## config.mk

```make
export PLATFORM = sky130hd
export DESIGN_NAME = lb_arbiter
export DESIGN_NICKNAME = d
export VERILOG_FILES = /design/src/rtl/lb_arbiter.sv
export SDC_FILE = /design/constraint.sdc
export NUM_CORES = 1
export LEC_CHECK = 0
export BUFFER_PORTS_ARGS = -buffer_cell sky130_fd_sc_hd__clkbuf_2
export CAP_MARGIN = 40
export CORE_MARGIN = 2
export CORE_UTILIZATION = 40
export DETAILED_ROUTE_END_ITERATION = 10
export GPL_ROUTABILITY_DRIVEN = 0
export GPL_TIMING_DRIVEN = 0
export PLACE_DENSITY = 0.71
export RECOVER_POWER = 50
export SYNTH_ARGS = -nofsm -noshare
export SYNTH_HDL_FRONTEND = slang
export SYNTH_SLANG_ARGS = --single-unit
```

## constraint.sdc

```tcl
create_clock -name clk -period 1.67 [get_ports clk]
set_input_delay 0.0835 -clock clk [delete_from_list [all_inputs] [get_ports clk]]
set_output_delay 0.0835 -clock clk [all_outputs]
set_load 0.01 [all_outputs]
```

## src/rtl/lb_arbiter.sv

```systemverilog
// lb_arbiter: two-master round-robin arbiter for the local register bus.
//
// Masters A and B post requests (held until granted). One request is
// accepted per cycle and issued as a registered bus cycle on the next
// cycle. When both masters request, the current owner keeps the bus until
// it has taken burst_max consecutive grants, then the other master wins.
// Read data returns read_lat cycles after the strobe. A tag pipe of the
// same depth remembers which master issued each read. The data is
// registered into that master's rdata port with a one-cycle rvalid pulse.
//
// Ports:
//   clk, rst_n                 clock, asynchronous active-low reset
//   x_req/x_rd/x_addr/x_wdata  master request (x = a, b)
//   x_gnt                      combinational grant (accept this cycle)
//   x_rvalid/x_rdata           read return to master x
//   lb_addr/lb_strobe/lb_rd/lb_wdata  registered bus cycle
//   lb_rdata                   bus read data, valid read_lat after strobe
//
// Optional build macro LB_ARB_STATS_EN adds stats_clr and the saturating
// 16-bit counters a_grants, b_grants and conflicts.
module lb_arbiter #(
  parameter int aw        = 24,
  parameter int dw        = 32,
  parameter int read_lat  = 3,
  parameter int burst_max = 4
) (
  input  logic          clk,
  input  logic          rst_n,
  input  logic          a_req,
  input  logic          a_rd,
  input  logic [aw-1:0] a_addr,
  input  logic [dw-1:0] a_wdata,
  output logic          a_gnt,
  output logic          a_rvalid,
  output logic [dw-1:0] a_rdata,
  input  logic          b_req,
  input  logic          b_rd,
  input  logic [aw-1:0] b_addr,
  input  logic [dw-1:0] b_wdata,
  output logic          b_gnt,
  output logic          b_rvalid,
  output logic [dw-1:0] b_rdata,
`ifdef LB_ARB_STATS_EN
  input  logic          stats_clr,
  output logic [15:0]   a_grants,
  output logic [15:0]   b_grants,
  output logic [15:0]   conflicts,
`endif
  output logic [aw-1:0] lb_addr,
  output logic          lb_strobe,
  output logic          lb_rd,
  output logic [dw-1:0] lb_wdata,
  input  logic [dw-1:0] lb_rdata
);

  localparam int               CNT_W       = $clog2(burst_max + 1);
  localparam logic [CNT_W-1:0] BURST_MAX_C = CNT_W'(burst_max);

  // Master identity encoding used by owner and tags: 0 = A, 1 = B.
  logic                owner_q, owner_d;
  logic [CNT_W-1:0]    burst_cnt_q, burst_cnt_d;
  logic                accept;

  logic                lb_strobe_q, lb_strobe_d;
  logic                lb_rd_q, lb_rd_d;
  logic                lb_id_q, lb_id_d;
  logic [aw-1:0]       lb_addr_q, lb_addr_d;
  logic [dw-1:0]       lb_wdata_q, lb_wdata_d;

  logic [read_lat-1:0] tag_vld_q, tag_vld_d;
  logic [read_lat-1:0] tag_id_q, tag_id_d;

  logic                a_rvalid_q, a_rvalid_d;
  logic                b_rvalid_q, b_rvalid_d;
  logic [dw-1:0]       a_rdata_q, a_rdata_d;
  logic [dw-1:0]       b_rdata_q, b_rdata_d;

  // Grants are masked while reset is asserted so every output reads 0.
  always_comb begin
    a_gnt = 1'b0;
    b_gnt = 1'b0;
    if (rst_n) begin
      if (a_req && b_req) begin
        // Owner keeps the bus until its burst allowance is used up.
        if (burst_cnt_q < BURST_MAX_C) begin
          a_gnt = ~owner_q;
          b_gnt = owner_q;
        end else begin
          a_gnt = owner_q;
          b_gnt = ~owner_q;
        end
      end else begin
        a_gnt = a_req;
        b_gnt = b_req;
      end
    end
  end

  always_comb begin
    accept      = a_gnt | b_gnt;
    owner_d     = owner_q;
    burst_cnt_d = burst_cnt_q;
    if (accept) begin
      if (b_gnt == owner_q) begin
        burst_cnt_d = (burst_cnt_q < BURST_MAX_C) ? burst_cnt_q + CNT_W'(1)
                                                  : burst_cnt_q;
      end else begin
        owner_d     = b_gnt;
        burst_cnt_d = CNT_W'(1);
      end
    end

    // Bus fields hold their last values between transactions.
    lb_strobe_d = accept;
    lb_id_d     = b_gnt;
    lb_rd_d     = lb_rd_q;
    lb_addr_d   = lb_addr_q;
    lb_wdata_d  = lb_wdata_q;
    if (a_gnt) begin
      lb_rd_d    = a_rd;
      lb_addr_d  = a_addr;
      lb_wdata_d = a_wdata;
    end else if (b_gnt) begin
      lb_rd_d    = b_rd;
      lb_addr_d  = b_addr;
      lb_wdata_d = b_wdata;
    end

    // Tag pipe advances every cycle; its last stage lines up with the
    // cycle in which lb_rdata carries the tagged read's data.
    tag_vld_d = (tag_vld_q << 1) | read_lat'(lb_strobe_q & lb_rd_q);
    tag_id_d  = (tag_id_q << 1) | read_lat'(lb_id_q);

    a_rvalid_d = tag_vld_q[read_lat-1] & ~tag_id_q[read_lat-1];
    b_rvalid_d = tag_vld_q[read_lat-1] & tag_id_q[read_lat-1];
    a_rdata_d  = a_rvalid_d ? lb_rdata : a_rdata_q;
    b_rdata_d  = b_rvalid_d ? lb_rdata : b_rdata_q;
  end

  // Reset owner=B with a full burst count so the first tie goes to A.
  always_ff @(posedge clk or negedge rst_n) begin
    if (!rst_n) begin
      owner_q     <= 1'b1;
      burst_cnt_q <= BURST_MAX_C;
      lb_strobe_q <= 1'b0;
      lb_rd_q     <= 1'b0;
      lb_id_q     <= 1'b0;
      lb_addr_q   <= '0;
      lb_wdata_q  <= '0;
      tag_vld_q   <= '0;
      tag_id_q    <= '0;
      a_rvalid_q  <= 1'b0;
      b_rvalid_q  <= 1'b0;
      a_rdata_q   <= '0;
      b_rdata_q   <= '0;
    end else begin
      owner_q     <= owner_d;
      burst_cnt_q <= burst_cnt_d;
      lb_strobe_q <= lb_strobe_d;
      lb_rd_q     <= lb_rd_d;
      lb_id_q     <= lb_id_d;
      lb_addr_q   <= lb_addr_d;
      lb_wdata_q  <= lb_wdata_d;
      tag_vld_q   <= tag_vld_d;
      tag_id_q    <= tag_id_d;
      a_rvalid_q  <= a_rvalid_d;
      b_rvalid_q  <= b_rvalid_d;
      a_rdata_q   <= a_rdata_d;
      b_rdata_q   <= b_rdata_d;
    end
  end

  assign lb_strobe = lb_strobe_q;
  assign lb_rd     = lb_rd_q;
  assign lb_addr   = lb_addr_q;
  assign lb_wdata  = lb_wdata_q;
  assign a_rvalid  = a_rvalid_q;
  assign b_rvalid  = b_rvalid_q;
  assign a_rdata   = a_rdata_q;
  assign b_rdata   = b_rdata_q;

`ifdef LB_ARB_STATS_EN
  logic [15:0] a_grants_q, a_grants_d;
  logic [15:0] b_grants_q, b_grants_d;
  logic [15:0] conflicts_q, conflicts_d;

  function automatic logic [15:0] sat_inc(input logic [15:0] v, input logic en);
    return (en && (v != 16'hFFFF)) ? v + 16'd1 : v;
  endfunction

  // Clear takes priority over a same-cycle increment.
  always_comb begin
    a_grants_d  = sat_inc(a_grants_q, a_gnt);
    b_grants_d  = sat_inc(b_grants_q, b_gnt);
    conflicts_d = sat_inc(conflicts_q, a_req & b_req);
    if (stats_clr) begin
      a_grants_d  = '0;
      b_grants_d  = '0;
      conflicts_d = '0;
    end
  end

  always_ff @(posedge clk or negedge rst_n) begin
    if (!rst_n) begin
      a_grants_q  <= '0;
      b_grants_q  <= '0;
      conflicts_q <= '0;
    end else begin
      a_grants_q  <= a_grants_d;
      b_grants_q  <= b_grants_d;
      conflicts_q <= conflicts_d;
    end
  end

  assign a_grants  = a_grants_q;
  assign b_grants  = b_grants_q;
  assign conflicts = conflicts_q;
`endif

endmodule

```

After elaboration in Yosys (flattened, before gate mapping)
Index checks and enable logic that the tools add are counted.
{"block": "totals", "n_memories": 0, "elab_cells": 44, "latchBits": 0, "out_inout_bits": 126, "ramBits": 0, "inputBits": 150, "mem_bits_ro": 0, "regBits": 135}
{"block": "op_classes", "magnitude_cmp": 1, "add_sub_neg": 1, "n_eq_ne": 2, "bitwise_logic": 9, "shift": 0, "n_reduce_logical": 4, "n_div": 0, "muxes": 14, "mul": 0}
{"cell": "32-bit 2-to-1 mux", "count": 2}
{"cell": "24-bit 2-to-1 mux", "count": 2}
{"cell": "1-bit 2-to-1 mux", "count": 8}
{"cell": "3-bit 2-to-1 mux", "count": 2}
{"cell": "3-bit by 1-bit bitwise OR with 3-bit output", "count": 2}
{"cell": "2-bit AND reduction", "count": 2}
{"cell": "3-bit by 1-bit adder with 3-bit output (second input constant)", "count": 1}
{"cell": "1-bit AND", "count": 3}
{"cell": "3-bit less-than comparator (second input constant)", "count": 1}
{"cell": "1-bit inverter", "count": 3}
{"cell": "2-bit by 1-bit != test with 1-bit output (second input constant)", "count": 1}
{"cell": "2-bit nonzero test", "count": 1}
{"cell": "1-bit == test", "count": 1}
{"cell": "1-bit logical AND", "count": 1}
{"cell": "1-bit bitwise OR", "count": 1}

Depth between registers and ports, before layout
{"block": "depth", "word_depth": 7, "ltp_mapped": 8, "ltp_nobuf": 5}

Worst setup path before layout
Ideal clock, no wire load.
{"block": "synth_timing", "kind": "reg-to-reg", "start": "reg burst_cnt_q[2]", "end": "reg lb_addr_q[14] (netlist: lb_addr[14])", "t_required_ns": 1.546, "path_stages_with_launch": 9, "synth_period_minus_slack_ns": 1.630, "path_slack_ns": 0.040, "n_path_buf": 3, "setup_ns": 0.124, "t_arrival_ns": 1.506, "cell_sequence": "dfstp_2 -> buf_4 -> xor2_2 -> a21o_2 -> inv_2 -> buf_6 -> buf_6 -> a221oi_2 -> nor2_1"}
{"block": "synth_via", "elab_chain_len": 5, "word_cells_on_any_way": 9, "cone_classes": "order compare (1); mux (7); reduce/logical (1)"}
{"element": "start: declaration", "line": "61", "source": "logic [CNT_W-1:0] burst_cnt_q, burst_cnt_d;"}
{"element": "start signal: assignment", "line": "158", "source": "burst_cnt_q <= burst_cnt_d;"}
{"element": "3-bit less-than comparator (*)", "line": "85", "source": "if (burst_cnt_q < BURST_MAX_C) begin"}
{"element": "1-bit 2-to-1 mux", "line": "85"}
{"element": "1-bit 2-to-1 mux", "line": "83", "source": "if (a_req && b_req) begin"}
{"element": "1-bit 2-to-1 mux", "line": "82", "source": "if (rst_n) begin"}
{"element": "24-bit 2-to-1 mux or 2-bit nonzero test (tied branches)"}
{"element": "end signal: assignment", "line": "162", "source": "lb_addr_q <= lb_addr_d;"}
{"element": "end: declaration", "line": "67", "source": "logic [aw-1:0] lb_addr_q, lb_addr_d;"}
Mark *: on every way between the ends. The rest lies on a longest branch, timed or not.
A chain may end at the register's enable or synchronous reset.

Worst setup path in the final report
{"block": "layout_timing", "start": "reg owner_q", "end": "out a_gnt"}
{"block": "layout_via", "elab_chain_len": 4}
{"element": "start: declaration", "line": "60", "source": "logic owner_q, owner_d;"}
{"element": "start signal: assignment", "line": "157", "source": "owner_q <= owner_d;"}
{"element": "1-bit inverter", "line": "86", "source": "a_gnt = ~owner_q;"}
{"element": "1-bit 2-to-1 mux (*)", "line": "85"}
{"element": "1-bit 2-to-1 mux (*)", "line": "83"}
{"element": "1-bit 2-to-1 mux (*)", "line": "82"}
{"element": "end: declaration", "line": "33", "source": "output logic a_gnt,"}
Marks and branches as above.

==> flow_metrics.py <==
metrics = {
    "global_routing": {
        "antenna_found_initial": 0,
        "gr-usage-all-layers_pct": 28.4,
        "grt_first_pass_wirelength_um": 32000,
        "overflow": 0,
        "grt_max_degree": 67,
        "grt_pass1_vias": 6297,
    },
    "run_status": {
        "violations": "negative hold slack, negative setup slack",
        "status": "finished with violations",
    },
    "floorplan": {
        "fp.dieH_um": 123,
        "rows": 43,
        "die_area_um2": 15000,
        "initial_core_util_pct": 40.7,
        "io_pins": 276,
        "core_area_um2": 13800,
        "fp.dieW_um": 123,
    },
    "drt": {
        "drc_errors": 0,
        "viasPerCell": 5.44,
        "wl_per_cell_um": 21.2,
        "routed_wl_um": 23100,
        "ant_nets": 0,
        "num_vias": 5945,
        "drt-pass1-iter-count": 5,
        "drt_iter0_drc": 298,
    },
    "logic_synthesis": {
        "synth_top_area_share_pct": 59.2,
        "seq_area_frac_synth_pct": 60.1,
        "ys_warn_count": 0,
        "ys_ff_latch": 135,
        "synth_top_cell_by_area": "dfrtp_1",
        "synth.area.top_cells": "dfrtp_1, mux2_2, nor2_1, a221oi_1, a221oi_2",
        "synth_most_common_cell": "dfrtp_1",
        "netlist_area_um2": 5620,
        "synthFlopType": "dfrtp_1",
        "synth-edff-count": 0,
        "syn_nets": 597,
        "synth_common_cells": "dfrtp_1, nor2_1, mux2_2, a221oi_1, a221oi_2",
        "synthCells": 446,
        "ys_async_sr_fraction_pct": 100,
        "synth.distinct_cells": 30,
        "syn_avg_cell_area_um2": 12.6,
    },
    "sta": {
        "finalCritPeriodShare_pct": 107,
        "hold_ws_ns": -0.428,
        "min_period_ns": 1.79,
        "max_freq_mhz": 559,
        "setup_violations": 49,
        "skew_ns": 0.00948,
        "worst_slew_pin_slew_ns": 0.935,
        "layout_setup_ws_ns": -0.120,
        "slew_violations": 0,
        "finalSetupTns_ns": -2.26,
        "finalHoldViolCount": 66,
        "slew_headroom_pct": 37.7,
        "rsz0062_at_grt": "true",
    },
    "worst_setup_path": {
        "cpPeakStageDelay_ns": 0.59,
        "crit_path_end_kind": "output port",
        "cp_common_cell": "buf_6",
        "critPathKind": "reg2out",
        "critPathLaunchType": "flip-flop",
        "cp_max_fo": 5,
        "crit_path_cell_trace": "xor2_4 -> a21o_2 -> inv_4 -> buf_6 -> buf_6",
        "crit_required_ns": 1.59,
        "critical_path_arrival_ns": 1.71,
        "crit_slowest_cell": "dfstp_2",
    },
    "cts": {
        "cts_buffers": 17,
        "cts_hold_buf": 149,
        "clk_pin_slew_worst_paths_ns": 0.06,
        "ctsRootBufferMaster": "clkbuf_16",
        "clkSinkCount": 135,
        "cts_tree": "yes",
        "clk_path_buf_depth": 2,
        "h-tree-depth": 4,
        "clock_latency_ns": 0.42,
    },
    "finish": {
        "nets": 1049,
        "syn_to_final_growth_pct": 79.6,
        "fillerInstances": 835,
        "final_area_um2": 10100,
        "drive_gt1_share_pct": 50.4,
        "fin_util_pct": 73.0,
    },
    "flow_run": {
        "drv_cap": 0,
    },
    "pwr": {
        "p_per_area_nw_per_um2": 1500,
        "irDropWorstVdd_mv": 0.738,
        "power.total_mw": 15.2,
        "p_leak_nw": 4.67,
    },
    "min_path": {
        "hold_path.class": "in2async",
    },
    "place": {
        "numPortBuffers": 273,
        "dp_hpwl_um": 12200,
        "placed_cell_area_um2": 7250,
    },
}
[per-stage QoR]
step	setup slack (ns)	hold WS, ns	instances
5_1_grt	-0.183	-0.418	1091
6_report	-0.120	-0.428	1092
2_1_floorplan	0.0401	-0.212	446
3_3_place_gp	-2.56	0.302	899
3_5_place_dp	-0.795	0.108	900
4_1_cts	-0.161	-0.427	1092
[where the power goes]
group | leakage (nW) | internal [mW] | switching [mW]
registers | 1.57 | 4.63 | 0.996
clock network | 0.298 | 2.54 | 1.41
logic | 2.80 | 2.78 | 2.80
total | 4.67 | 9.95 | 5.20
[layer usage]
layer | routed length, µm | global-route usage, % | share of wire [%]
met1 | 7980 | 30.3 | 34
met2 | 11800 | 50.0 | 51
met3 | 1820 | 7.85 | 7.8
met4 | 1520 | 17.3 | 6.6
met5 | 0 | 0 | 0
[placed cells by master, fill, tap and decap left out, types with 4 or more instances in the layout]
cell type,count
dlygate4sd3_1,148
mux2_2,65
nor2_1,110
clkbuf_1,31
nand2_1,4
dfrtp_1,133
o21ai_0,4
nor2_2,5
a221oi_2,41
clkbuf_16,18
buf_6,14
a21oi_1,6
inv_1,4
clkbuf_4,5
buf_4,7
buf_2,4
clkbuf_2,250
buf_8,6
bufinv_16,4
a221oi_4,16
[timing repair]
| action | 4_1_cts | 5_1_grt |
|---|---|---|
| gates resized for setup | 77 | 47 |
| buffers inserted | 7 | 0 |
| hold endpoints to repair | 220 | 64 |
| pin swaps | 23 | 15 |
| endpoints found under the setup margin | 61 | 115 |
| gates cloned | 4 | 0 |
[state kept, by name, summed over array words and instances (netlist names)]
| name | count |
|---|---|
| lb_addr | 24 |
| owner_q | 1 |
| lb_rd | 1 |
| b_rvalid | 1 |
| lb_wdata | 32 |
| burst_cnt_q | 3 |
| a_rdata | 32 |
| lb_id_q | 1 |
| tag_vld_q | 3 |
| b_rdata | 32 |
| tag_id_q | 3 |
| lb_strobe | 1 |
| a_rvalid | 1 |
[critical path, delay by kind of cell (launching register included)]
kind / cells / cell delay [ns]
AO/OA/AOI/OAI: 1 / 0.20
XOR/XNOR: 1 / 0.21
buffers and inverters: 3 / 0.30
flip-flops: 1 / 0.59
[final timing paths]
| kind | endpoint | cells past startpoint | slack (ns) | from |
|---|---|---|---|---|
| max | a_gnt | 5 | -0.12 | owner_q |
| min | a_rdata[5] | 1 | -0.43 | rst_n |
| max reg2reg | lb_wdata[4] | 7 | -0.11 | owner_q |
| min reg2reg | tag_vld_q[1] | 0 | 0.34 | tag_vld_q[0] |
| max in group asynchronous | lb_rd | 3 | 0.81 | rst_n |
| min in group clk | tag_vld_q[1] | 0 | 0.34 | tag_vld_q[0] |
[layout make-up]
type                       instances  area, µm²  area share (%)
sequential                       135       3380            33.5
timing repair buffer             434       3050            30.2
multi-input combinational        268       2440            24.2
clock buffer                      21        450            4.46
buffer                            36        345            3.42
tap                              180        225            2.23
clock inverter                    11        171            1.70
inverter                           6       27.5           0.273
antenna                            1       2.50          0.0248
[logic make-up after synthesis]
group                      Yosys count  synth area share [%]
AOI/OAI and AO/OA                   75                  13.1
DFF                                135                  60.1
muxes                               67                  13.4
and+or+nand+nor                    124                  8.54
xor gates and xnor gates             1                 0.289
adders and majority gates            1                 0.222
buffers and inverters               43                  4.36
Power figures use the tool's default switching activity.
